[config.mk]
export PLATFORM = sky130hd
export DESIGN_NAME = lr35902_irq
export DESIGN_NICKNAME = d
export VERILOG_FILES = /design/src/rtl/lr35902_pkg.sv /design/src/rtl/lr35902_prio5.sv /design/src/rtl/lr35902_irq.sv
export SDC_FILE = /design/constraint.sdc
export NUM_CORES = 1
export LEC_CHECK = 0
export ABC_AREA = 1
export BUFFER_PORTS_ARGS = -buffer_cell sky130_fd_sc_hd__buf_4
export CORE_AREA = 8 8 55 92
export CTS_CLUSTER_DIAMETER = 40
export CTS_CLUSTER_SIZE = 20
export DETAILED_ROUTE_END_ITERATION = 8
export DIE_AREA = 0 0 63 100
export PLACE_DENSITY = 0.71
export SETUP_SLACK_MARGIN = 0.4
export SKIP_LAST_GASP = 1
export SLEW_MARGIN = 20
export SYNTH_ARGS = -nofsm -noshare
export SYNTH_HDL_FRONTEND = slang
export SYNTH_SLANG_ARGS = --single-unit
[constraint.sdc]
create_clock -name clk -period 1.05 [get_ports clk]
set_input_delay 0 -clock clk [delete_from_list [all_inputs] [get_ports clk]]
set_output_delay 0 -clock clk [all_outputs]
set_load 0.02 [all_outputs]
[src/rtl/lr35902_pkg.sv]
// Shared constants and types for the LR35902 interrupt logic and its bus decoder.
package lr35902_pkg;

    localparam int INT_VBLANK = 0;
    localparam int INT_STAT   = 1;
    localparam int INT_TIMER  = 2;
    localparam int INT_SERIAL = 3;
    localparam int INT_JOYPAD = 4;
    localparam int INT_COUNT  = 5;

    localparam logic [7:0]  INT_VECTOR_BASE = 8'h40;
    localparam logic [15:0] ADDR_IF         = 16'hFF0F;
    localparam logic [15:0] ADDR_IE         = 16'hFFFF;

    typedef enum logic {
        IRQ_IDLE     = 1'b0,
        IRQ_DISPATCH = 1'b1
    } irq_state_e;

    // Restart vectors are spaced 8 bytes apart starting at 0x40.
    function automatic logic [7:0] vector_for(input logic [2:0] idx);
        return INT_VECTOR_BASE + {2'b00, idx, 3'b000};
    endfunction

endpackage

[src/rtl/lr35902_prio5.sv]
// Lowest-set-bit encoder over the five interrupt sources; bit 0 has top priority.
module lr35902_prio5 (
    input  logic [4:0] req,
    output logic       found,
    output logic [2:0] idx
);

    always_comb begin
        found = |req;
        idx   = 3'd0;
        for (int i = 4; i >= 0; i--) begin
            if (req[i]) idx = 3'(i);
        end
    end

endmodule

[src/rtl/lr35902_irq.sv]
// IF/IE register pair with edge-strobed bus access and an ack-driven dispatch FSM
// that clears the winning request and presents its restart vector.
module lr35902_irq
    import lr35902_pkg::*;
(
    input  logic       clk,
    input  logic       reset,
    input  logic [7:0] din,
    output logic [7:0] dout,
    input  logic       adr,
    input  logic       read,
    input  logic       write,
    input  logic [4:0] src,
    input  logic       ime,
    output logic       pending,
    output logic       irq,
    input  logic       ack,
    output logic [7:0] vector,
    output logic       vector_valid,
    output irq_state_e state_dbg
);

    // Bus handshake: a read is the 0->1 transition of read, sampled on clk;
    // a write is the 1->0 transition of write, committed one edge later.
    logic [4:0] if_r;
    logic [7:0] ie_r;
    logic       read_q;
    logic       write_q;
    logic       wr_pend;
    logic       wr_adr;
    logic [7:0] wr_data;
    irq_state_e state;

    logic [4:0] masked;
    logic       found;
    logic [2:0] win_idx;
    logic       dispatch_go;
    logic [4:0] if_next;

    assign masked = if_r & ie_r[4:0];

    lr35902_prio5 u_prio (
        .req   (masked),
        .found (found),
        .idx   (win_idx)
    );

    assign pending     = found;
    assign irq         = found & ime & (state == IRQ_IDLE);
    assign dispatch_go = (state == IRQ_IDLE) && ack;
    assign state_dbg   = state;

    // Write first, then the dispatch clear, then new requests so a set always wins.
    always_comb begin
        if_next = if_r;
        if (wr_pend && !wr_adr) if_next = wr_data[4:0];
        if (dispatch_go && found) if_next[win_idx] = 1'b0;
        if_next = if_next | src;
    end

    always_ff @(posedge clk or negedge reset) begin
        if (!reset) begin
            read_q  <= 1'b0;
            write_q <= 1'b0;
            wr_pend <= 1'b0;
            wr_adr  <= 1'b0;
            wr_data <= 8'h00;
            dout    <= 8'h00;
            if_r    <= 5'h00;
            ie_r    <= 8'h00;
        end else begin
            read_q  <= read;
            write_q <= write;
            wr_pend <= write_q && !write;
            if (write_q && !write) begin
                wr_adr  <= adr;
                wr_data <= din;
            end
            if (read && !read_q) dout <= adr ? ie_r : {3'b111, if_r};
            if (wr_pend && wr_adr) ie_r <= wr_data;
            if_r <= if_next;
        end
    end

    always_ff @(posedge clk or negedge reset) begin
        if (!reset) begin
            state        <= IRQ_IDLE;
            vector       <= 8'h00;
            vector_valid <= 1'b0;
        end else begin
            case (state)
                IRQ_IDLE: begin
                    if (ack) begin
                        state        <= IRQ_DISPATCH;
                        vector       <= found ? vector_for(win_idx) : 8'h00;
                        vector_valid <= 1'b1;
                    end
                end
                IRQ_DISPATCH: begin
                    if (!ack) begin
                        state        <= IRQ_IDLE;
                        vector_valid <= 1'b0;
                    end
                end
                default: state <= IRQ_IDLE;
            endcase
        end
    end

endmodule

# [Yosys cells after proc, flatten, opt, wreduce, memory -nomap -nowiden]
# Cells that the tools add are included.
[op_classes] mux=15 eq_ne=2 n_div=0 multipliers=0 shift=0 add_sub_neg=1 bitwise_logic=7 n_reduce_logical=13 n_lt_le_gt_ge=2
[op_table] operator="8-bit two-way mux" n=2
[op_table] operator="3-bit two-way mux" n=5
[op_table] operator="5-bit bitwise AND" n=2
[op_table] operator="5-bit two-way mux" n=2
[op_table] operator="7-bit by 6-bit adder with 8-bit output, first input constant" n=1
[op_table] operator="1-bit logical AND" n=7
[op_table] operator="5-bit NOT" n=1
[op_table] operator="5-bit bitwise OR" n=1
[op_table] operator="5-bit OR reduction" n=1
[op_table] operator="3-bit by 4-bit < comparator with 1-bit output, second input constant" n=1
[op_table] operator="1-bit two-way mux" n=4
[op_table] operator="2-bit != test, second input constant" n=2
[op_table] operator="2-bit AND reduction" n=2
[op_table] operator="1-bit demux with 3-bit select" n=1
[op_table] operator="3-bit by 1-bit >= comparator with 1-bit output, second input constant" n=1
[op_table] operator="1-bit zero test" n=3
[op_table] operator="1-bit bitwise AND" n=2
[op_table] operator="1-bit case mux with 2 select lines" n=1
[op_table] operator="1-bit NOT" n=1
[word_totals] elab_cells=51 output_inout_bits=20 ram_bits=0 rom_bits=0 register_bits=43 latchBits=0 memories=0 in_bits=20

# [Depth between registers and ports, before layout]
# Gate-level depths: netlist of the first run.
[depth] depth_word=14 ltp_mapped=7 depth_no_buf=7

# [Cells and area by module]
# Synthesis of the first run repeated with hierarchy kept, for this count alone.
[unflattened] cells_unflattened=222 area_unflattened_um2=1786.7
[modules_own_cells] module="lr35902_irq" n_inst=1 area_per_inst_um2=1739.2 cells_each=211 seq_area_each_um2=975.9
[modules_own_cells] module="lr35902_prio5" n_inst=1 area_per_inst_um2=47.5 cells_each=11 seq_area_each_um2=0.0

# [Least setup slack after synthesis of the first run]
# OpenSTA, ideal clock, no wires.
[synth_path] path_kind="register to register" startpoint="register state, in the netlist state_dbg" endpoint="register vector[4]" required_ns=0.925 setup_time_ns=0.125 n_path_buf=1 period_less_slack_ns=1.285 path_stages_with_launch=5 arrival_time_ns=1.161 setup_slack_ns=-0.235 cell_sequence="dfrtp_1 -> inv_1 -> ha_1 -> buf_2 -> mux2_2"
[synth_between] elab_chain_len=2
[synth_lines] item="start, declared" line="lr35902_irq.sv:32" source="irq_state_e state;"
[synth_lines] item="start signal, assigned" line="lr35902_irq.sv:87" source="state <= IRQ_IDLE;"
[synth_lines] item="start signal, assigned" line="lr35902_irq.sv:94" source="state <= IRQ_DISPATCH;"
[synth_lines] item="start signal, assigned" line="lr35902_irq.sv:101" source="state <= IRQ_IDLE;"
[synth_lines] item="1-bit NOT"
[synth_lines] item="2-bit AND reduction (no line)"
[synth_lines] item="end signal, assigned" line="lr35902_irq.sv:95" source="vector <= found ? vector_for(win_idx) : 8'h00;"
[synth_lines] item="end, declared" line="lr35902_irq.sv:18" source="output logic [7:0] vector,"
# No other way between the ends.
# A chain may end at the register's enable or synchronous reset.

# [Worst setup path in the final report of the first run]
[layout_path] startpoint="register ie_r[2]" endpoint="output port irq"
[layout_between] elab_chain_len=4
[layout_lines] item="start, declared" line="lr35902_irq.sv:26" source="logic [7:0] ie_r;"
[layout_lines] item="start signal, assigned" line="lr35902_irq.sv:80" source="if (wr_pend && wr_adr) ie_r <= wr_data;"
[layout_lines] item="5-bit bitwise AND" line="lr35902_irq.sv:40" source="assign masked = if_r & ie_r[4:0];"
[layout_lines] item="5-bit OR reduction" line="lr35902_prio5.sv:9" source="found = |req;"
[layout_lines] item="1-bit bitwise AND (2 in series)" line="lr35902_irq.sv:49" source="assign irq = found & ime & (state == IRQ_IDLE);"
[layout_lines] item="end, declared" line="lr35902_irq.sv:16" source="output logic irq,"
# No other way between the ends.

==> results, run 1 <==
- The placeable core region is 3790 µm².
- The pre-CTS setup slack is -56.4 ps.
- Across all register-to-register paths, the minimum setup slack is -200 ps.
- The run finished, with violations left.
- The power density over the cells is 1800 nW/µm².
- The post-synthesis to final-layout area growth is 69.3%.
- The die outline area is 6300 µm².
- The total congestion overflow is 0.
- The sequential cells in the finished layout cover a total of 978 µm².
- 0 antenna diodes ended up in the layout.
- The footprint of the multi-input gates is 782 µm².
- The critical path startpoint is ie_r[2]$_DFFE_PN0P_.
- The number of port buffers is 35.
- The worst endpoint required time is 1050 ps.
- The number of hold violations in the final report is 2.
- Setup violations remaining at the end of the flow were counted as 10.
- The shortest period the worst path allows is 1300 ps.
- The largest buffer count on any clock path is 2.
- The category of cells accounting for the largest share of critical-path delay is simple AND/OR/NAND/NOR gates.
- In this run the worst path has a maximum fanout of 4.
- After synthesis, the cell types taking the most area are sky130_fd_sc_hd__dfrtp_1 (58%), sky130_fd_sc_hd__nand2_1 (10%), sky130_fd_sc_hd__o21ai_1 (5.6%), sky130_fd_sc_hd__inv_1 (4.2%), sky130_fd_sc_hd__nor2_1 (3.1%).
- The global placement routability congestion is 0.813.
- The longest individual stage delay on the worst path is just under 400 ps.
- TritonCTS built the clock tree.
- 40 I/O pins were placed.
- The tree is rooted in a sky130_fd_sc_hd__clkbuf_8.
- Of the post-synthesis cell area, the dominant cell type holds 0.576.
- The endpoint of the most critical setup path is irq.
- The detailed-route via count is 1537.
- Summing every instance area after synthesis gives 1690 µm².
- The die height is 100 µm.
- The final cycle utilization of the critical path is 1.24.
- The number of hold buffers added after cts is 15.
- The count of maximum capacitance violations is 0.
- For this run, design rule violations remaining after detail routing come to 0.
- The net total in the final layout is around 300.
- The cell count after synthesis is 182.
- Counting buffers and inverters, the worst setup path is 7 cells deep.
- Once detail routing completed, the nets flagged for antenna violations numbered 0.
- The first-pass GRT wire length is 7040 µm.
- Dividing the detail-routed via count by the number of cells gives 4.73.
- The worst-path cell with the longest stage delay is sky130_fd_sc_hd__dfrtp_1.
- Counting stages on the worst path, the most repeated cell is sky130_fd_sc_hd__nand2_2.
- The maximum clock rate is 770 MHz.
- Averaged over all synthesized cells, the footprint is 9.30 µm².
- Total power for the finished layout comes to just over 0.005 W.
- The launch instance of the worst register-to-register path is ie_r[2]$_DFFE_PN0P_.
- Setup repair after global routing could not meet its margin everywhere.
- The critical path in this run is classified as reg -> out.
- The library cells used most frequently in the layout, excluding fill and tap cells, are sky130_fd_sc_hd__buf_4 (48), sky130_fd_sc_hd__dfrtp_1 (37), sky130_fd_sc_hd__buf_6 (26), sky130_fd_sc_hd__nand2_1 (23), sky130_fd_sc_hd__nand2_2 (17).
- Summed over all failing endpoints, the final setup total negative slack is -1740 ps.
- sky130_fd_sc_hd__dfrtp_1 takes more of the synthesized area than any other cell.
- The leading cell type in the layout, fill and taps excluded is sky130_fd_sc_hd__buf_4.
- The max-slew violation count is 0.
- The HPWL reported at the end of detailed placement is 2650 µm.
- Synthesis inferred 39 register bits.
- The total clock sinks is 39.
- The global-route usage over all layers is 0.139.
- The worst setup path is launched from a flip-flop.
- The starting density of the core is 0.447.
- The hold slack is -93.2 ps.
- Across the VDD grid, the largest voltage drop is between 1 and 1.5 mV.
- For this run, the number of Yosys warnings is 0.
- The H-tree generated during clock tree synthesis spans 2 levels.
- Clock latency on the worst-skew pair, taken at its later pin, is just under 300 ps.
- The wire length per cell after detailed routing is 14.0 µm.
- In this run, distinct cell masters in the synthesized netlist total 26.
- After the first detailed-routing iteration, the DRC count stood at 51.
- The final design instance area without fill is 2870 µm².
- The critical path buffer and inverter count is 2.
- The clock arrives with 8.89 ps of skew.
- The end of the worst register-to-register path is if_r[2]$_DFF_PN0_.
- The kind of end point of the critical path is an output pin.
- The final worst setup slack is -249 ps.
- The number of clock buffers inserted by TritonCTS is 5.
- In this run the horizontal extent of the chip is about 63 µm.
- The initial antenna violation count came to 0.
- The share of the Yosys chip area taken by registers is 0.576.
- After clock tree synthesis, the clock-pin slew on the worst setup and hold paths is around 80 ps.
- The number of iterations in the first detailed-routing pass is 4.
- The number of filler instances in the final layout is roughly 240.
- The share of post-route cells with drive strength above 1 is 0.520.
- The critical path goes through nand2_2 -> nand2_2 -> inv_2 -> nand3_4 -> nand2_2 -> nor2_2 -> buf_4.
- The final reports fail on negative hold slack, negative setup slack.
- The worst min-delay path class is in -> reg.
- The analysis attributes to cell leakage a power of 1.41 nW.
- Entering global routing, the biggest net connects 40 pins.
- The placed instances occupy a cell area of 2160 µm².
- The length in cells of the worst reg-to-reg path is 9.
- For the worst setup path, the data arrival time is ~1300 ps.
- The total length of routed wires is 4560 µm.
- In this run the core area contains 30 standard-cell rows.
- The via count of the first global-routing pass was 1573.
==> where the power goes <==
part,internal (W),switching [W],total (W)
Clock,0.000599,0.000498,0.00110
Sequential,0.00177,0.000175,0.00195
Combinational,0.00111,0.000988,0.00210
Total,0.00348,0.00166,0.00514
==> worst min path at each step <==
stage,startpoint,endpoint,slack (ps),cells after the start
floorplan,reset,dout[0]$_DFFE_PN0P_,-300,0
global placement,reset,write_q$_DFF_PN0_,-4,1
detailed placement,reset,write_q$_DFF_PN0_,-3,1
CTS,src[0],if_r[0]$_DFF_PN0_,-100,2
global route,src[0],if_r[0]$_DFF_PN0_,-90,2
finish,src[0],if_r[0]$_DFF_PN0_,-90,2
==> timing repair <==
action                                  in CTS  in global routing
resized for setup                           42                 41
setup buffers                               11                 10
endpoints found under the setup margin      52                 91
pin swaps                                    8                  5
hold endpoints to repair                    55                  2
cloned                                       2                  0
==> sequential cells by signal, summed over array words and instances, names as in the netlist, 4 cells and up <==
name,count
if_r,5
dout,8
wr_data,8
ie_r,8
vector,4
==> per-stage QoR <==
| step | instances | util | hold WS (ps) |
|---|---|---|---|
| floorplan | 185 | - | -296 |
| global placement | 279 | 0.569 | -3.81 |
| detailed placement | 279 | 0.569 | -3.07 |
| CTS | 315 | 0.699 | -95.5 |
| global route | 325 | 0.756 | -87.8 |
| finish | 325 | 0.756 | -93.2 |
==> worst reg2reg max path: stages (launching register included) <==
cell,delay [ps]
sky130_fd_sc_hd__dfrtp_1,390
sky130_fd_sc_hd__nand2_2,120
sky130_fd_sc_hd__nand2_2,90
sky130_fd_sc_hd__inv_2,80
sky130_fd_sc_hd__nand3_4,90
sky130_fd_sc_hd__buf_4,150
sky130_fd_sc_hd__buf_6,100
sky130_fd_sc_hd__nand3_1,70
sky130_fd_sc_hd__nand2_1,50
sky130_fd_sc_hd__nand2_1,50
==> cells by family after synthesis <==
family / share of synthesized area
mux: 0.0288
simple gates: 0.190
buf+inv: 0.0850
compound gates: 0.110
other cells: 0.00222
fa+ha+maj: 0.00739
flops: 0.576
==> synth_stat cells <==
master and instances:
sky130_fd_sc_hd__nand2_1 46, sky130_fd_sc_hd__dfrtp_1 39, sky130_fd_sc_hd__inv_1 19, sky130_fd_sc_hd__o21ai_1 19, sky130_fd_sc_hd__nor2_1 14, sky130_fd_sc_hd__buf_4 6, sky130_fd_sc_hd__a31oi_1 5, sky130_fd_sc_hd__nand3_1 4
sky130_fd_sc_hd__o21ai_0 4, sky130_fd_sc_hd__a21oi_1 3, sky130_fd_sc_hd__inv_2 3, sky130_fd_sc_hd__nand2_2 3, sky130_fd_sc_hd__buf_2 2, sky130_fd_sc_hd__mux2_2 2, sky130_fd_sc_hd__nor2_4 2, sky130_fd_sc_hd__a21o_1 1
sky130_fd_sc_hd__a21oi_2 1, sky130_fd_sc_hd__a31o_1 1, sky130_fd_sc_hd__conb_1 1, sky130_fd_sc_hd__ha_1 1, sky130_fd_sc_hd__inv_4 1, sky130_fd_sc_hd__mux2_1 1, sky130_fd_sc_hd__mux2_4 1, sky130_fd_sc_hd__nand2_4 1
sky130_fd_sc_hd__nand3_4 1, sky130_fd_sc_hd__nand4_1 1
==> area by class of cell <==
class	count	area share
sequential	39	0.341
timing repair buffer	92	0.298
multi-input combinational	115	0.273
clock buffer	8	0.0349
inverter	23	0.0319
tap	48	0.0210
==> metal layers <==
| metal | share of wire | vias to the layer above | wire length [µm] | GRT usage |
|---|---|---|---|---|
| met4 | 0.024 | 0 | 109 | 0.0671 |
| li1 | - | 757 | - | - |
| met3 | 0.034 | 7 | 157 | 0.0301 |
| met1 | 0.37 | 735 | 1670 | 0.138 |
| met2 | 0.58 | 38 | 2620 | 0.262 |
| met5 | 0 | - | 0 | 0 |
No activity file was read; power rests on OpenSTA's default activity.
==> inputs of run 2 (changes only) <==
- ABC_AREA: 1 -> default
- CORE_AREA: 8 8 55 92 -> 8 8 74 124
- DIE_AREA: 0 0 63 100 -> 0 0 82 132
- PLACE_DENSITY: 0.71 -> default
==> run 2 against run 1 <==
  * The flow still finishes with violations (negative hold slack, negative setup slack)
  * Synthesized cell count fell by 26%
  * Area after synthesis fell by 2.6%
  * Die area rose by 72%
  * Global-route usage fell by 5.9 points
  * Combinational power fell by 8%
  * Clock-buffer cell count fell by 3
  * Worst setup slack got worse by 260 ps
  * Register-to-register slack got worse by 280 ps
  * Critical path type unchanged
==> results, run 2 <==
- Wires add up to between 4000 and 5000 µm.
- Sorting the synthesized cells by area gives the leading types as sky130_fd_sc_hd__dfrtp_1 (59%), sky130_fd_sc_hd__mux2_2 (14%), sky130_fd_sc_hd__mux2i_1 (3.6%), sky130_fd_sc_hd__nand2_1 (3.4%), sky130_fd_sc_hd__o21ai_0 (3.3%).
- The netlist uses 26 different library cells.
- The number of iterations in the first detailed-routing pass is 4.
- In this run the remaining antenna-violating nets after routing total 0.
- The cell area that synthesis handed to floorplanning was 1650 µm².
- The most used flip-flop cell after synthesis is sky130_fd_sc_hd__dfrtp_1.
- The worst endpoint data arrival time is about 1600 ps.
- For this run the aggregate overflow at the end of global routing stands at 0.
- Internal power comes to between 0.003 and 0.004 W.
- For this run, the total global-route usage over all layers was measured as 0.0796.
- The initial antenna violation count is 0.
- The post-synthesis to final-layout area growth is 69.4%.
- A synthesized cell averages 12.3 µm².
- The sequential cell fraction of total power is 0.377.
- The HPWL reported at the end of detailed placement is around 3000 µm.
- The startpoint identified for the worst hold timing path is src[3].
- Based on the critical path, the design can be clocked at up to roughly 640 MHz.
- For this block, the initial DRC count from the detailed router was 58.
- In the synthesized netlist, the cells that appear most often are sky130_fd_sc_hd__dfrtp_1 (39), sky130_fd_sc_hd__mux2_2 (21), sky130_fd_sc_hd__nand2_1 (15).
- The clock latency on the worst-skew pair is 280 ps.
- In the routed design, unresolved DRC markers number 0.
- The setup TNS is -5860 ps.
- The number of hold buffers added after cts is 7.
- The die outline area is between 10000 and 15000 µm².
- The placeable core region is around 7500 µm².
- The net total in the final layout is 237.
- Data on the critical path is required at its endpoint by 1050 ps.
- Setup violations remaining at the end of the flow were counted as 27.
- The share of synthesized area in the top cell type comes to 0.592.
- The total design power is 0.00544 W.
- The leading cell type in the layout, fill and taps excluded is sky130_fd_sc_hd__buf_4.
- The detailed-route via count is 1309.
- Summing all placed instances gives a cell area of around 2200 µm².
- Setup repair after global routing could not meet its margin everywhere.
- The number of hold violations in the final report is 10.
- IR analysis of the VDD net gives a maximum drop of 0.752 mV.
- The share of the Yosys chip area taken by registers is 0.592.
- The checks that failed: negative hold slack, negative setup slack.
- The via count of the first global-routing pass was 1359.
- The largest fanout on the critical path is 3.
- The library cells used most frequently in the layout, excluding fill and tap cells, are sky130_fd_sc_hd__buf_4 (39), sky130_fd_sc_hd__dfrtp_1 (38), sky130_fd_sc_hd__buf_6 (32), sky130_fd_sc_hd__mux2_4 (14), sky130_fd_sc_hd__nand2_1 (13).
- The first global-routing pass estimated 6550 µm of wire.
- The power density over the cells is around 1900 nW/µm².
- The shortest period the worst path allows is 1560 ps.
- The kind of end point of the critical path is an output pin.
- The worst min-delay path class is in -> reg.
- The floorplan row count is 42.
- The longest individual stage delay on the worst path is 380 ps.
- In this run, CTS created clock tree buffers numbering 5.
- The share of post-route cells with drive strength above 1 is 0.553.
- The number of enable flip-flop cells after synthesis is 0.
- Measured along the x axis, the die boundary spans 82 µm.
- The finished cells cover 2790 µm².
- The launch instance of the worst register-to-register path is ie_r[1]$_DFFE_PN0P_.
- sky130_fd_sc_hd__dfrtp_1 takes more of the synthesized area than any other cell.
- The proportion of synthesized flip-flops having asynchronous set or reset is 1.00.
- The detail-routed via count per cell is 4.29.
- The critical path goes through a222oi_1 -> buf_4 -> and3_4 -> nor3b_2 -> buf_4.
- The leakage power summed over all cells is 1.31 nW.
- The finished layout holds 305 standard cells, fillers aside.
- The hold slack is -80.6 ps.
- The largest individual stage delay along the critical path comes from the cell sky130_fd_sc_hd__dfrtp_1.
- On the final layout, the worst clock skew is 5.51 ps.
- The number of antenna repair diodes is 0.
- The clock transition at the registers of the reported paths is 50 ps.
- In this run the clock root is driven by a sky130_fd_sc_hd__clkbuf_16.
- The largest net degree at the start of global routing is 40.
- The critical path is of the reg -> out type.
- The global placement routability congestion is 0.761.
- Of the total power, the clock network draws 0.266.
- The total clock sinks is 39.
- The final cycle utilization of the critical path is 1.49.
- The final worst setup slack is -511 ps.
- The most common cell in the synthesized netlist is sky130_fd_sc_hd__dfrtp_1.
- Synthesis inferred 39 register bits.
- Summed over all nets, the switching power comes to 0.00160 W.
- The max-slew violation count is 0.
- The initial utilization of the core area, before any placement, comes to 0.221.
- The most critical setup path has its startpoint at ie_r[1]$_DFFE_PN0P_.
- The longest clock path from root to sink contains 2 buffers.
- The largest registers in the layout are dout x8, ie_r x8, wr_data x8.
- The number of synthesis warnings is 0.
- The worst setup path is launched from a flip-flop.
- Including well taps, the total number of placed cells is 269.
- The die is around 130 µm tall.
- The cell count after synthesis came out at approximately 130.
- Of the total power, the share spent switching nets is 0.294.
- The most used cell along the critical path is sky130_fd_sc_hd__buf_4.
- TritonCTS built the clock tree.
- Across the run, the number of max-cap violations was 0.
- The flow ran to the end, but the final reports show violations.
- The share of total power dissipated in combinational logic is 0.356.
- After detailed routing, the average wire length per cell comes to about 14 µm.
- The boundary pin count is 40.
- Input and output buffers added on the ports amount to 35.
- The deepest level of the CTS H-tree is 2.
==> run 2: cell types whose count changed after synthesis, sizes merged, moves of 12 or more <==
cell | previous run | this run
mux2 | 4 | 21
nor2 | 16 | 1
inv | 23 | 4
o21ai | 23 | 11
nand2 | 50 | 15
==> run 2: worst paths after layout <==
path                                     endpoint  cells after the start  slack, ps
max                                           irq                      5       -510
min                             if_r[3]$_DFF_PN0_                      2        -80
max reg2reg                     if_r[3]$_DFF_PN0_                      7       -480
min reg2reg                   ie_r[6]$_DFFE_PN0P_                      1        500
max in group asynchronous     state_dbg$_DFF_PN0_                      2        560
min in group asynchronous  wr_data[5]$_DFFE_PN0P_                      2        170
==> run 2: metal layers <==
metal,vias to the layer above,wire (µm),share of wire,global-route usage
met3,11,189,0.043,0.0225
met1,636,1490,0.34,0.0730
met4,0,171,0.039,0.0501
met5,-,0,0,0
met2,32,2530,0.58,0.143
li1,630,-,-,-
==> run 2: repair_timing <==
item	in CTS	in global routing
buffers inserted	10	9
endpoints found under the setup margin	52	91
resized for setup	34	18
gates cloned	1	1
pin swaps	10	11
hold endpoints to repair	55	10
==> run 2: cell type report <==
type | instances | area, µm²
Fill cell | 747 | 4670
Multi-Input combinational cell | 86 | 781
Clock inverter | 3 | 15.0
Clock buffer | 5 | 125
Sequential cell | 39 | 977
Timing Repair Buffer | 80 | 771
Tap cell | 88 | 110
Inverter | 4 | 15.0
==> run 2: critical path, delay by kind of cell, from the launching register on <==
family | cells | cell delay, ps
AND/OR/NAND/NOR | 2 | 230
AO/OA/AOI/OAI | 1 | 350
flip-flops | 1 | 380
buffers and inverters | 2 | 330
==> run 2: cell families (layout without fill, tap and decap cells) <==
kind of cell / after synthesis / count (layout) / share of synthesized area
other: 1 / 4 / 0.00227
flip-flops: 39 / 39 / 0.592
AO/OA/AOI/OAI: 22 / 22 / 0.0857
multiplexers: 27 / 27 / 0.180
adder cells (fa/ha/maj): 1 / 1 / 0.00759
AND/OR/NAND/NOR: 31 / 32 / 0.0926
buffers and inverters: 13 / 92 / 0.0402
==> run 2: per-stage QoR <==
stage / worst slack, ps / hold WS (ps) / util
floorplan: -221 / -296 / -
global placement: -222 / -0.243 / 0.296
detailed placement: -254 / -1.63 / 0.296
CTS: -525 / -83.5 / 0.355
global route: -608 / -81.2 / 0.374
finish: -511 / -80.6 / 0.374
==> run 2: power groups by stage <==
stage,Sequential (W),Clock [W],Combinational (W)
3_3_place_gp,0.00203,0,0.00141
4_1_cts,0.00204,0.00149,0.00176
6_report,0.00205,0.00145,0.00194
3_5_place_dp,0.00204,0,0.00143
5_1_grt,0.00210,0.00156,0.00208
2_1_floorplan,0.00221,0,0.000606
==> inputs of run 3 (changes only) <==
- ABC_AREA: default -> 1
- CORE_AREA: 8 8 74 124 -> 8 8 55 91
- DIE_AREA: 0 0 82 132 -> 0 0 63 99
- GPL_ROUTABILITY_DRIVEN: default -> 0
- PLACE_DENSITY: default -> 0.71
==> run 3 against run 2 <==
  * The run still ends with negative hold slack, negative setup slack left
  * Via count increased by 16%
  * First-iteration DRC count is 34% lower
  * Clock skew up 1.7 ps
  * Register-to-register slack improved by 290 ps
  * Power shrank 7.2%
  * Sequential share of layout area down 0.20 points
  * Final area increased by 0.72%
  * Sequential power decreased by 5%
  * Fmax increased by 22%
  * Flip-flop and latch count unchanged
  * Critical endpoint unchanged
==> results, run 3 (synthesis gave the netlist of run 1 again) <==
- The run finished, with violations left.
- The final reports fail on negative hold slack, negative setup slack.
- The horizontal die dimension is 63 µm.
- Walking the worst path, the cells encountered are nand2_2 -> nand2_4 -> inv_4 -> nand3_4 -> nand2_1 -> nor2_1 -> buf_4.
- The total clock sinks is 39.
- Entering global routing, the biggest net connects 40 pins.
- Dividing the detail-routed wire length by the instance count gives ~13 µm.
- IR analysis of the VDD net gives a maximum drop of 1.13 mV.
- After detailed routing, the number of remaining DRC violations is 0.
- The max-slew violation count came to 0.
- The number of hold violations in the final report is 2.
- The die covers 6240 µm².
- The first detailed-routing pass took 4 iterations.
- The deepest level of the CTS H-tree is 2.
- The maximum clock rate is 779 MHz.
- In the finished design, the share of the clock period the worst path needs comes to 1.22.
- The first-pass GRT wire length is 7060 µm.
- The clock latency on the worst-skew pair is 290 ps.
- The worst endpoint data arrival time is 1280 ps.
- Of the cells placed in the final design, the portion with a size suffix greater than 1 is 0.486.
- In this run the worst path has a maximum fanout of 4.
- After layout, the worst setup slack is -233 ps.
- After detailed routing, the total wire length is 4340 µm.
- The leading cell type in the layout, fill and taps excluded is sky130_fd_sc_hd__buf_4.
- The area growth from synthesis to layout is 66.2%.
- The critical path startpoint category is a flip-flop.
- Across the routed clock network, the largest skew measured is 7.16 ps.
- The floorplan has 30 rows.
- The worst min-delay path class is in -> reg.
- Setup violations remaining at the end of the flow were counted as 11.
- The detailed-route via count is 1522.
- The worst setup path is captured at an output pin.
- For this run, the post-layout net count is 296.
- The floorplan step defined a core boundary enclosing 3790 µm².
- In the final timing run, aggregate negative setup slack is -1380 ps.
- For this design the top-level I/O count stands at 40.
- The top cell types in the final layout, fill and taps aside, are sky130_fd_sc_hd__buf_4 (49), sky130_fd_sc_hd__dfrtp_1 (37), sky130_fd_sc_hd__nand2_1 (27), sky130_fd_sc_hd__buf_6 (23), sky130_fd_sc_hd__dlygate4sd3_1 (16).
- Detailed placement finished with a half-perimeter wire length of ~2700 µm.
- The root buffer cell is sky130_fd_sc_hd__clkbuf_8.
- The setup path with the least slack is of type reg -> out.
- The total congestion overflow is 0.
- The power density over the cells is 1800 nW/µm².
- Clock-pin slew was measured on the worst setup and hold paths at around 70 ps.
- The largest registers in the layout are dout x8, ie_r x8, wr_data x8.
- Setup repair after global routing could not meet its margin everywhere.
- TritonCTS created 5 clock buffers.
- The count of maximum capacitance violations is 0.
- Counting along the longest clock path gives a buffer depth of 2.
- TritonCTS built the clock tree.
- Dividing the detail-routed via count by the number of cells gives 4.70.
- At the worst endpoint, the required time is 1050 ps.
- The number of design-rule violations left by the first detailed-router iteration is 38.
- For this design, the CTS-stage hold fixing added 16 buffers.
- The starting density of the core is 0.447.
- The hold slack is -66.6 ps.
- The number of port buffers is 35.
- The floorplan step set the die height to between 90 and 100 µm.
- The number of antenna repair diodes is 0.
- The leakage power summed over all cells is between 1 and 1.5 nW.
- The completed layout was analyzed and its total power is 0.00505 W.
- The initial antenna violation count is 0.
- For this run, the slowest stage of the critical path takes 380 ps.
- The shortest period the worst path allows is 1280 ps.
- The worst-path cell with the longest stage delay is sky130_fd_sc_hd__dfrtp_1.
- The via count of the first global-routing pass is approximately 1500.
- The global-route usage over all layers is 0.142.
- The number of nets with antenna violations after routing is 0.
## run 3: changes by cell type in the layout (fill, tap and decap cells not counted), moves of 6 or more
cell,before,now
sky130_fd_sc_hd__buf_4,39,49
sky130_fd_sc_hd__mux2_4,14,4
sky130_fd_sc_hd__dlygate4sd3_1,7,16
sky130_fd_sc_hd__nand2_2,1,15
sky130_fd_sc_hd__nor2_1,1,13
sky130_fd_sc_hd__inv_2,1,7
sky130_fd_sc_hd__o21ai_1,8,14
sky130_fd_sc_hd__nand2_1,13,27
sky130_fd_sc_hd__mux2i_1,6,0
sky130_fd_sc_hd__clkbuf_8,0,7
sky130_fd_sc_hd__inv_1,3,15
sky130_fd_sc_hd__buf_6,32,23
sky130_fd_sc_hd__mux2_2,7,0
sky130_fd_sc_hd__nand2_4,0,7
## run 3: path summary, 6_finish.rpt
| path | startpoint | end | slack [ps] | cells past startpoint |
|---|---|---|---|---|
| min in group asynchronous | reset | wr_data[5]$_DFFE_PN0P_ | 170 | 2 |
| worst max-delay path | if_r[0]$_DFF_PN0_ | irq | -230 | 7 |
| worst max register to register | if_r[1]$_DFF_PN0_ | if_r[3]$_DFF_PN0_ | -190 | 7 |
| worst min register to register | ie_r[6]$_DFFE_PN0P_ | ie_r[6]$_DFFE_PN0P_ | 500 | 2 |
| max in group asynchronous | reset | state_dbg$_DFF_PN0_ | 580 | 2 |
| worst min-delay path | src[0] | if_r[0]$_DFF_PN0_ | -70 | 2 |
## run 3: worst max-delay path: cells and delay by family (launching register included)
| family | cells | cell delay (ps) |
|---|---|---|
| buffers and inverters | 2 | 190 |
| DFF | 1 | 380 |
| and+or+nand+nor | 5 | 420 |
## run 3: final cells by class
class                      count  area (µm²)
multi-input combinational    115         744
clock buffer                   8         100
fill                         262         977
timing repair buffer          91         842
tap                           48        60.1
sequential                    39         978
inverter                      23        88.8
## run 3: per-stage QoR
stage | hold slack, ps | worst slack [ps] | instance area [µm²] | std cells | utilization
4_1_cts | -100 | -214 | 2640 | 317 | 0.695
3_5_place_dp | -2.74 | -37.7 | 2160 | 279 | 0.569
5_1_grt | -67.9 | -304 | 2810 | 324 | 0.742
2_1_floorplan | -296 | -114 | 1760 | 185 | -
6_report | -66.6 | -233 | 2810 | 324 | 0.742
3_3_place_gp | -4.03 | -20.1 | 2160 | 279 | 0.569
## run 3: repair_timing
action / 4_1_cts / 5_1_grt
pin swaps: 9 / 6
setup buffers: 12 / 7
resized for setup: 37 / 33
gates cloned: 2 / 0
hold endpoints to repair: 56 / 2
setup endpoints to repair: 52 / 87
## run 3: metal layers
metal  global-route usage  part of all wire  vias to the layer above
li1                     -                 -                      757
met4               0.0795             0.029                        0
met5                    0                 0                        -
met2                0.250              0.55                       32
met1                0.145              0.38                      724
met3               0.0409             0.045                        9
## run 3: where the power goes
part	internal, W	total (W)	switching, W	leakage (nW)
sequential	0.00177	0.00195	0.000177	0.452
combinational	0.00108	0.00201	0.000932	0.894
clock	0.000599	0.00109	0.000492	0.0515
